File: src/rtl/irq_source_if.sv
// irq_source_if: memory-mapped bus between the data-memory interconnect and irq_source.
interface irq_source_if;
    logic        bus_sel;
    logic        bus_wr;
    logic [3:0]  bus_addr;
    logic [31:0] bus_wdata;
    logic [31:0] bus_rdata;
    modport master (output bus_sel, bus_wr, bus_addr, bus_wdata, input bus_rdata);
    modport slave  (input bus_sel, bus_wr, bus_addr, bus_wdata, output bus_rdata);
endinterface

File: src/rtl/irq_source.sv
// irq_source: prescaled mtime/mtimecmp timer interrupt plus conditioned, latched external interrupt.
module irq_source #(
    parameter int PRESCALE = 4,
    parameter int DEBOUNCE = 8
) (
    input  logic          clk,
    input  logic          rst,
    input  logic          timer_en,
    input  logic          counter_clear,
    input  logic          ext_inter,
    input  logic          ext_ack,
    irq_source_if.slave   bus,
    output logic          timer_inter,
    output logic          external_inter
);
    localparam int PW = $clog2(PRESCALE + 1);
    localparam int DW = $clog2(DEBOUNCE + 1);
    logic [PW-1:0] presc;
    logic [31:0]   mtime;
    logic [31:0]   mtimecmp;
    logic [1:0]    sync;
    logic          deb;
    logic          deb_d;
    logic          pending;
    logic [DW-1:0] cnt;
    logic          wr0, wr4, wr8, tick, deb_hit, rise;
    assign wr0     = bus.bus_sel && bus.bus_wr && bus.bus_addr == 4'h0;
    assign wr4     = bus.bus_sel && bus.bus_wr && bus.bus_addr == 4'h4;
    assign wr8     = bus.bus_sel && bus.bus_wr && bus.bus_addr == 4'h8;
    assign tick    = timer_en && presc == PW'(PRESCALE - 1);
    assign deb_hit = sync[1] != deb && cnt == DW'(DEBOUNCE - 1);
    assign rise    = deb && !deb_d;
    assign external_inter = pending;
    always_ff @(posedge clk or negedge rst) begin
        if (!rst) begin
            presc       <= '0;
            mtime       <= '0;
            mtimecmp    <= '1;
            timer_inter <= 1'b0;
            sync        <= '0;
            deb         <= 1'b0;
            deb_d       <= 1'b0;
            cnt         <= '0;
            pending     <= 1'b0;
        end else begin
            presc       <= (counter_clear || tick) ? '0 : timer_en ? presc + 1'b1 : presc;
            mtime       <= counter_clear ? '0 : wr0 ? bus.bus_wdata : tick ? mtime + 32'd1 : mtime;
            mtimecmp    <= wr4 ? bus.bus_wdata : mtimecmp;
            timer_inter <= timer_en && mtime >= mtimecmp;
            sync        <= {sync[0], ext_inter};
            deb         <= deb_hit ? sync[1] : deb;
            cnt         <= (sync[1] == deb || deb_hit) ? '0 : cnt + 1'b1;
            deb_d       <= deb;
            // a new request outranks a simultaneous acknowledge so it is never lost
            pending     <= rise || (pending && !(ext_ack || (wr8 && bus.bus_wdata[1])));
        end
    end
    always_comb begin
        bus.bus_rdata = '0;
        if (bus.bus_sel && !bus.bus_wr)
            bus.bus_rdata = bus.bus_addr == 4'h0 ? mtime :
                            bus.bus_addr == 4'h4 ? mtimecmp :
                            bus.bus_addr == 4'h8 ? {29'd0, deb, pending, timer_inter} : 32'd0;
    end
endmodule

File: src/flat_wrapper.sv
// flat-port wrapper written by rule: the top's interface ports become plain ports
module irq_source_flat 
#(
    parameter int PRESCALE = 4,
    parameter int DEBOUNCE = 8
)
  (clk, rst, timer_en, counter_clear, ext_inter, ext_ack, timer_inter, external_inter, bus_bus_sel, bus_bus_wr, bus_bus_addr, bus_bus_wdata, bus_bus_rdata);
  irq_source_if bus_i ();
  input  logic clk;
  input  logic rst;
  input  logic timer_en;
  input  logic counter_clear;
  input  logic ext_inter;
  input  logic ext_ack;
  output logic timer_inter;
  output logic external_inter;
  input wire logic [$bits(bus_i.bus_sel)-1:0] bus_bus_sel;
  input wire logic [$bits(bus_i.bus_wr)-1:0] bus_bus_wr;
  input wire logic [$bits(bus_i.bus_addr)-1:0] bus_bus_addr;
  input wire logic [$bits(bus_i.bus_wdata)-1:0] bus_bus_wdata;
  output wire logic [$bits(bus_i.bus_rdata)-1:0] bus_bus_rdata;
  assign bus_i.bus_sel = bus_bus_sel;
  assign bus_i.bus_wr = bus_bus_wr;
  assign bus_i.bus_addr = bus_bus_addr;
  assign bus_i.bus_wdata = bus_bus_wdata;
  assign bus_bus_rdata = bus_i.bus_rdata;
  irq_source #(.PRESCALE(PRESCALE), .DEBOUNCE(DEBOUNCE)) u_core (.clk(clk), .rst(rst), .timer_en(timer_en), .counter_clear(counter_clear), .ext_inter(ext_inter), .ext_ack(ext_ack), .bus(bus_i), .timer_inter(timer_inter), .external_inter(external_inter));
endmodule
File: config.mk
export PLATFORM = sky130hd
export DESIGN_NAME = irq_source_flat
export DESIGN_NICKNAME = d
export VERILOG_FILES = /design/src/rtl/irq_source_if.sv /design/src/rtl/irq_source.sv /design/src/flat_wrapper.sv
export SDC_FILE = /design/constraint.sdc
export NUM_CORES = 1
export LEC_CHECK = 0
export BUFFER_PORTS_ARGS = -buffer_cell sky130_fd_sc_hd__buf_4
export CORE_ASPECT_RATIO = 0.6
export CORE_MARGIN = 2
export CORE_UTILIZATION = 55
export CTS_BUF_LIST = sky130_fd_sc_hd__clkbuf_4 sky130_fd_sc_hd__clkbuf_8
export CTS_CLUSTER_SIZE = 28
export DETAILED_ROUTE_END_ITERATION = 7
export GPL_ROUTABILITY_DRIVEN = 0
export PLACE_DENSITY = 0.89
export SYNTH_ARGS = -nofsm -noshare
export SYNTH_HDL_FRONTEND = slang
export SYNTH_SLANG_ARGS = --single-unit
File: constraint.sdc
create_clock -name clk -period 2.15 [get_ports clk]
set_input_delay 0.215 -clock clk [delete_from_list [all_inputs] [get_ports clk]]
set_output_delay 0.215 -clock clk [all_outputs]
set_load 0.01 [all_outputs]
[Word level (Yosys, flattened, before mapping)]
Cells that the tools add are included.
Storage, ports and cells
  flip-flop bits (word level): 77
  bits of input ports: 44
  output and inout bits: 34
  word-level logic and storage cells: 50
Operators by class
  $add $sub $neg: 3
  order comparisons: 1
  equal/unequal tests: 6
  muxes and demuxes: 10
  reductions and logical operators: 21
Operator list (count)
  $mux W32: 6
  $add A32 B1 Y32 const B: 1
  $ge A32 B32 Y1: 1
  $logic_and A1 B1 Y1: 11
  $mux W3: 3
  $eq A4 B3 Y1 const B: 2
  $add A4 B1 Y4 const B: 1
  $eq A4 B4 Y1 const B: 1
  $logic_not A4 Y1: 1
  $logic_or A1 B1 Y1: 4
  $mux W4: 1
  $add A3 B1 Y3 const B: 1
  $eq A3 B2 Y1 const B: 1
  $logic_not A1 Y1: 3
  $reduce_bool A3 Y1: 1
  $reduce_bool A2 Y1: 1
  $eq A1 B1 Y1: 1
  $ne A1 B1 Y1: 1

[Depth between registers and ports, before layout]
Gate-level depths: netlist of the first run.
  word-level depth: 7
  mapped depth: 9
  mapped depth without buffers: 7

[Least setup slack after synthesis of the first run]
Ideal clock, no wire load.
  path type: register -> register
  start: register u_core.presc[0]
  end: register u_core.mtime[30]
  library setup time: 0.092 ns
  data arrival time: 1.855 ns
  required time: 2.058 ns
  setup slack: 0.203 ns
  stages on the path, launching flop included: 9
  path buffers: 1
  clock period less this slack: 1.947 ns
  cell sequence: dfrtp_1 -> ha_1 -> ha_1 -> buf_2 -> nand4_2 -> nor4_4 -> nand4_1 -> xor2_1 -> o31ai_2
Between the ends
  cells in the longest elaborated chain, start to end: 3
RTL lines
  from (decl): line irq_source.sv:18  | logic [PW-1:0] presc;
  from (signal assigned): line irq_source.sv:46  | presc <= (counter_clear || tick) ? '0 : timer_en ? presc + 1'b1 : presc;
  $eq A3 B2 Y1: line irq_source.sv:30  | assign tick = timer_en && presc == PW'(PRESCALE - 1);
  $logic_and A1 B1 Y1: line irq_source.sv:30
  $reduce_bool A3 Y1 (no source line)
  to (signal assigned): line irq_source.sv:47  | mtime <= counter_clear ? '0 : wr0 ? bus.bus_wdata : tick ? mtime + 32'd1 : mtime;
  to (decl): line irq_source.sv:19  | logic [31:0] mtime;
No other way between the ends.
A chain may end at the register's enable or synchronous reset.

[Worst setup path after layout of the first run]
  start: register u_core.presc[0]
  end: register u_core.mtime[31]
The elaborated chain is that of the path after synthesis.

==> results.py, run 1 <==
metrics = {
    "setup_path": {
        "cp.required_ns": 2.42,
        "max_stage_delay_ns": 0.39,
        "crit_path_end_kind": "register",
        "crit_type": "reg -> reg",
        "worstPathArrival_ns": 2.27,
        "crit_slowest_cell": "dfrtp_1",
        "crit_buf_inv": 0,
        "cp-start-kind": "register",
        "path_common_cell": "ha_1",
        "crit_chain": "ha_1 > ha_1 > nand3_2 > nor3_4 > nand4_1 > or3_1 > a311oi_1",
        "path_delay_family": "simple AND/OR/NAND/NOR gates",
        "crit_path_max_fanout": 3,
    },
    "synth": {
        "ys.flop_type": "dfrtp_1",
        "yosysTopAreaCellShare_pct": 23.0,
        "yosysMostFrequentCell": "nor2_1",
        "yosysSeqAreaShare_pct": 40.1,
        "yosysUniqueCellTypes": 49,
        "yosys_warnings": 0,
        "synth-seq-cells": 77,
        "yosys-top-cells-count": "nor2_1, nand2_1, dfrtp_1",
        "syn_area_per_cell_um2": 8.94,
        "synth_edf_count": 0,
        "synth.net_count": 628,
        "syn_area_um2": 4900,
        "synth_largest_area_cell": "dfrtp_1",
        "async_flop_share_pct": 100,
        "syn_inst": 548,
        "synth_area_leaders": "dfrtp_1, dfstp_2, ha_1, nor2_1, a22oi_1",
    },
    "power_and_ir_drop": {
        "vdd_drop_max_uv": 433,
        "total_power_mw": 3.86,
        "power.density_nw_per_um2": 648,
        "p_leak_nw": 2.76,
    },
    "detailed_routing": {
        "vias_per_cell": 6.01,
        "first_pass_iters": 5,
        "num_vias": 4481,
        "wirelength_um": 13100,
        "first_iter_violations": 345,
        "ant_nets": 0,
        "wire_per_inst_um": 17.6,
        "drc": 0,
    },
    "die": {
        "die_h_um": 77.1,
        "start_util_pct": 57.1,
        "coreArea_um2": 8590,
        "dieArea_um2": 9700,
        "fp-row-count": 26,
        "io_pins": 78,
        "fp.dieW_um": 126,
    },
    "sta": {
        "period_needed_ns": 2.00,
        "fin_skew_ns": 0.00631,
        "tightest_slew_ns": 0.466,
        "clock.fmax_ghz": 0.499,
        "relSlewSlack_pct": 68.9,
        "tns_ns": 0,
        "hold_viol": 0,
        "slew_violations": 0,
        "fin_crit_sh_pct": 93.2,
        "rsz0062_at_grt": "false",
        "setup_violations": 0,
    },
    "finish": {
        "fin_nets": 708,
        "drive_above_1_share_pct": 26.4,
        "n_antenna_cell": 0,
        "area_growth_syn_to_layout_pct": 21.5,
    },
    "global_routing": {
        "grt_max_degree": 37,
        "grt_overflow_total": 0,
        "antenna_found_initial": 0,
        "grt_pass1_vias": 4327,
        "grt_use_total_pct": 27.7,
        "grt_pass1_wl_um": 21500,
    },
    "clock_tree": {
        "cts_inserted_buffers": 9,
        "ctsLongestPathBuffers": 2,
        "cts_root_buf": "clkbuf_8",
        "clock-sinks": 77,
        "cts_tree": "built",
        "cts_setup_buffers": 0,
        "clk_pin_slew_ns": 0.08,
        "htree_num_levels": 3,
        "clk_latency_ns": 0.36,
    },
    "job": {
        "drv_cap": 0,
    },
    "placed_design": {
        "port_buffers": 77,
        "dpl.hpwl_um": 9430,
    },
    "hold_path": {
        "hold_class": "in -> reg",
    },
    "run_status": {
        "status": "complete, no violations",
    },
}
==> cell families after synthesis <==
kind of cell	share of synthesized area [%]
compound gates	17.2
flops	40.1
fa+ha+maj	9.19
buf+inv	5.82
simple gates	21.2
mux	0.460
xor+xnor	5.90
==> where the power goes <==
group / switching (mW) / total, mW / internal (mW) / leakage (nW)
logic: 0.416 / 0.708 / 0.292 / 1.69
registers: 0.130 / 1.88 / 1.75 / 0.954
clock network: 0.544 / 1.27 / 0.727 / 0.120
==> metal layers <==
layer  up-vias  global-route usage (%)  share of wire (%)
met4         0                    8.68                1.9
met1      2132                    39.6                 45
met5         -                       0                  0
li1       2098                       -                  -
met3        30                    8.03                9.9
met2       221                    40.6                 43
==> final cells by class <==
class / count / area [um2]
clock buffer: 12 / 159
clock inverter: 4 / 70.1
fill: 681 / 2630
inverter: 41 / 154
multi-input combinational: 399 / 2680
sequential: 77 / 1970
tap: 112 / 140
timing repair buffer: 100 / 782
==> metrics by stage <==
stage	worst slack, ns	instance area [um2]	std cells	util [%]	hold WS, ns
global route	0.0263	5950	745	69.3	0.0443
detailed placement	0.143	5690	726	66.2	0.198
global placement	0.250	5690	726	66.2	0.195
floorplan	0.203	4900	548	-	-0.0806
CTS	0.0801	5930	744	69.1	0.0399
finish	0.146	5950	745	69.3	0.0518
==> final timing paths <==
path	startpoint	end	cells past startpoint	slack (ns)
hold reg to reg	u_core.sync[0]	u_core.sync[1]	0	0.36
hold / removal	ext_ack	u_core.external_inter	2	0.05
max in group asynchronous	rst	u_core.mtimecmp[8]	3	1.16
min in group asynchronous	rst	u_core.mtime[29]	2	0.35
setup reg to reg	u_core.presc[0]	u_core.mtime[31]	7	0.15
setup / recovery	u_core.presc[0]	u_core.mtime[31]	7	0.15
==> worst reg2reg max path, cell delays in order (launching register included) <==
cell and delay (ns):
dfrtp_1 0.39, ha_1 0.17, ha_1 0.21, nand3_2 0.13, nor3_4 0.24, nand4_1 0.17, or3_1 0.34, a311oi_1 0.26
==> layout by cell type, fill, tap and decap left out, types with 3 or more instances in the layout <==
cell	n
a211oi_1	25
a211oi_2	3
a21oi_1	14
a22oi_1	31
and3_1	6
and4_1	7
buf_4	94
clkbuf_8	11
dfrtp_1	45
dfstp_2	32
ha_1	36
inv_1	41
nand2_1	56
nand2b_1	3
nand3_1	13
nand4_1	17
nor2_1	72
nor3_1	7
nor4_4	3
o21ai_0	36
o31ai_1	3
xnor2_1	10
xor2_1	23
==> registers in the layout, indices dropped and copies added (netlist names) <==
register and count:
u_core.cnt 4, u_core.mtime 32, u_core.external_inter 1, u_core.presc 3, u_core.deb 1, u_core.mtimecmp 32, u_core.sync 2, u_core.timer_inter 1
u_core.deb_d 1
==> what timing repair did <==
action | CTS | global route
resized for setup | 0 | 3
hold buffers | 2 | 0
endpoints found under the hold margin | 22 | 0
endpoints found under the setup margin | 0 | 10
Power figures use the tool's default switching activity.
==> run 2: changes to the inputs <==
--- a/config.mk
+++ b/config.mk
@@ -12,8 +12,8 @@
 export CTS_BUF_LIST = sky130_fd_sc_hd__clkbuf_4 sky130_fd_sc_hd__clkbuf_8
 export CTS_CLUSTER_SIZE = 28
 export DETAILED_ROUTE_END_ITERATION = 7
-export GPL_ROUTABILITY_DRIVEN = 0
 export PLACE_DENSITY = 0.89
+export RECOVER_POWER = 50
 export SYNTH_ARGS = -nofsm -noshare
 export SYNTH_HDL_FRONTEND = slang
 export SYNTH_SLANG_ARGS = --single-unit
==> results.py, run 2 (synthesis results as in run 1) <==
metrics = {
    "hold_path": {
        "hold_class": "in -> reg",
        "hp-start": "ext_ack",
        "hold_depth": 2,
    },
    "die": {
        "start_util_pct": 57.1,
        "fp.dieW_um": 126,
        "io_pins": 78,
        "die_h_um": 77.1,
        "fp-row-count": 26,
        "dieArea_um2": 9700,
        "coreArea_um2": 8590,
    },
    "global_routing": {
        "grt_max_degree": 37,
        "grt_pass1_vias": 4327,
        "grt_overflow_total": 0,
        "grt_use_total_pct": 27.7,
        "grt_pass1_wl_um": 21500,
        "antenna_found_initial": 0,
    },
    "detailed_routing": {
        "wire_per_inst_um": 17.6,
        "vias_per_cell": 6.03,
        "wirelength_um": 13100,
        "wl_met1_um": 5950,
        "ant_nets": 0,
        "wl_met3_um": 1220,
        "first_iter_violations": 331,
        "num_vias": 4493,
        "wl_met2_um": 5710,
        "highest_layer": "met4",
        "first_pass_iters": 5,
        "drc": 0,
    },
    "clock_tree": {
        "cts_inserted_buffers": 9,
        "ctsLongestPathBuffers": 2,
        "htree_num_levels": 3,
        "cts_tree": "built",
        "cts_root_buf": "clkbuf_8",
        "clk_latency_ns": 0.37,
        "clk_pin_slew_ns": 0.08,
        "clock-sinks": 77,
    },
    "setup_path": {
        "cp-start-kind": "register",
        "crit_path_end_kind": "register",
        "crit_type": "reg -> reg",
        "crit_slowest_cell": "dfrtp_1",
        "reg2reg_slack_ns": 0.13,
        "reg2regPathDepth": 7,
        "max_stage_delay_ns": 0.39,
        "cp.required_ns": 2.42,
        "cp_num_cells": 7,
        "crit_path_max_fanout": 3,
        "path_common_cell": "ha_1",
        "timing.rr.start": "u_core.presc[0]",
        "path_delay_family": "simple AND/OR/NAND/NOR gates",
        "crit_buf_inv": 0,
        "worstReg2RegEnd": "u_core.mtime[31]",
        "crit_chain": "ha_1 > ha_1 > nand3_2 > nor3_4 > nand4_1 > or3_1 > a311oi_1",
        "crit_start": "u_core.presc[0]",
        "crit_path_end": "u_core.mtime[31]",
        "worstPathArrival_ns": 2.28,
    },
    "run_status": {
        "status": "complete, no violations",
    },
    "finish": {
        "fin_nets": 708,
        "final_cell_mix": "buf_4, nor2_1, nand2_1, dfrtp_1, inv_1",
        "final_core_util_pct": 68.9,
        "area_growth_syn_to_layout_pct": 20.8,
        "top_regs": "u_core.mtime x32, u_core.mtimecmp x32, u_core.cnt x4",
        "n_antenna_cell": 0,
        "fin_cells": 745,
        "layout.cells.most_common": "buf_4",
        "drive_above_1_share_pct": 25.8,
    },
    "placed_design": {
        "place_congestion": 0.912,
        "dp_cells": 726,
        "port_buffers": 77,
        "dpl.hpwl_um": 9430,
    },
    "sta": {
        "hold_viol": 0,
        "period_needed_ns": 2.02,
        "tns_ns": 0,
        "fin_worst_hold_slack_ns": 0.0513,
        "fin_crit_sh_pct": 93.8,
        "rsz0062_at_grt": "false",
        "clock.fmax_ghz": 0.496,
        "setup_violations": 0,
        "fin_skew_ns": 0.00621,
        "slew_violations": 0,
        "tightest_slew_ns": 1.01,
        "relSlewSlack_pct": 32.3,
    },
    "power_and_ir_drop": {
        "power.density_nw_per_um2": 651,
        "p_leak_nw": 2.74,
        "vdd_drop_max_uv": 433,
    },
    "job": {
        "drv_cap": 0,
    },
}
==> run 2: cell types whose count changed in the layout (fill, tap and decap cells not counted) <==
cell and delta:
buf_12 -1, buf_4 -7, clkbuf_1 +4, clkbuf_2 +3, clkbuf_4 +1
==> run 2: layout make-up <==
class / count / area, um2
well taps: 112 / 140
clock inverters: 4 / 70.1
repair buffers: 100 / 747
multi-input cells: 399 / 2680
clock buffers: 12 / 159
fillers: 689 / 2670
flip-flops and latches: 77 / 1970
inverters: 41 / 154
==> run 2: worst register-to-register path, cell delays in order, from the launching register on <==
cell	delay [ns]
dfrtp_1	0.39
ha_1	0.17
ha_1	0.21
nand3_2	0.13
nor3_4	0.24
nand4_1	0.17
or3_1	0.34
a311oi_1	0.27
==> run 2: worst min path at each step <==
stage / endpoint / slack [ns]
6_report: u_core.external_inter / 0.05
5_1_grt: u_core.external_inter / 0.04
4_1_cts: u_core.external_inter / 0.04
3_5_place_dp: u_core.cnt[3] / 0.20
3_3_place_gp: u_core.cnt[0] / 0.20
2_1_floorplan: u_core.cnt[0] / -0.08
==> run 2: report_power, final <==
group	internal [mW]	switching (mW)	total [mW]
Clock	0.727	0.548	1.28
Sequential	1.75	0.130	1.88
Combinational	0.279	0.415	0.694
Total	2.76	1.09	3.85
==> run 2: stage by stage <==
| stage | cell area [um2] | power [mW] | setup WS (ns) |
|---|---|---|---|
| 5_1_grt | 5920 | 4.03 | 0.0263 |
| 3_3_place_gp | 5690 | 2.54 | 0.250 |
| 6_report | 5920 | 3.85 | 0.133 |
| 4_1_cts | 5930 | 3.87 | 0.0801 |
| 2_1_floorplan | 4900 | 2.29 | 0.203 |
| 3_5_place_dp | 5690 | 2.59 | 0.143 |
==> run 2: repair_timing <==
item	in CTS	in global routing
endpoints found under the hold margin	22	0
hold buffers	2	0
setup buffers	0	0
setup endpoints to repair	0	10
gates resized for setup	0	3
==> run 2: per-layer routing <==
| metal | vias to the layer above | GRT usage (%) |
|---|---|---|
| li1 | 2103 | - |
| met1 | 2149 | 39.6 |
| met2 | 213 | 40.6 |
| met3 | 28 | 8.03 |
| met4 | 0 | 8.68 |
| met5 | - | 0 |
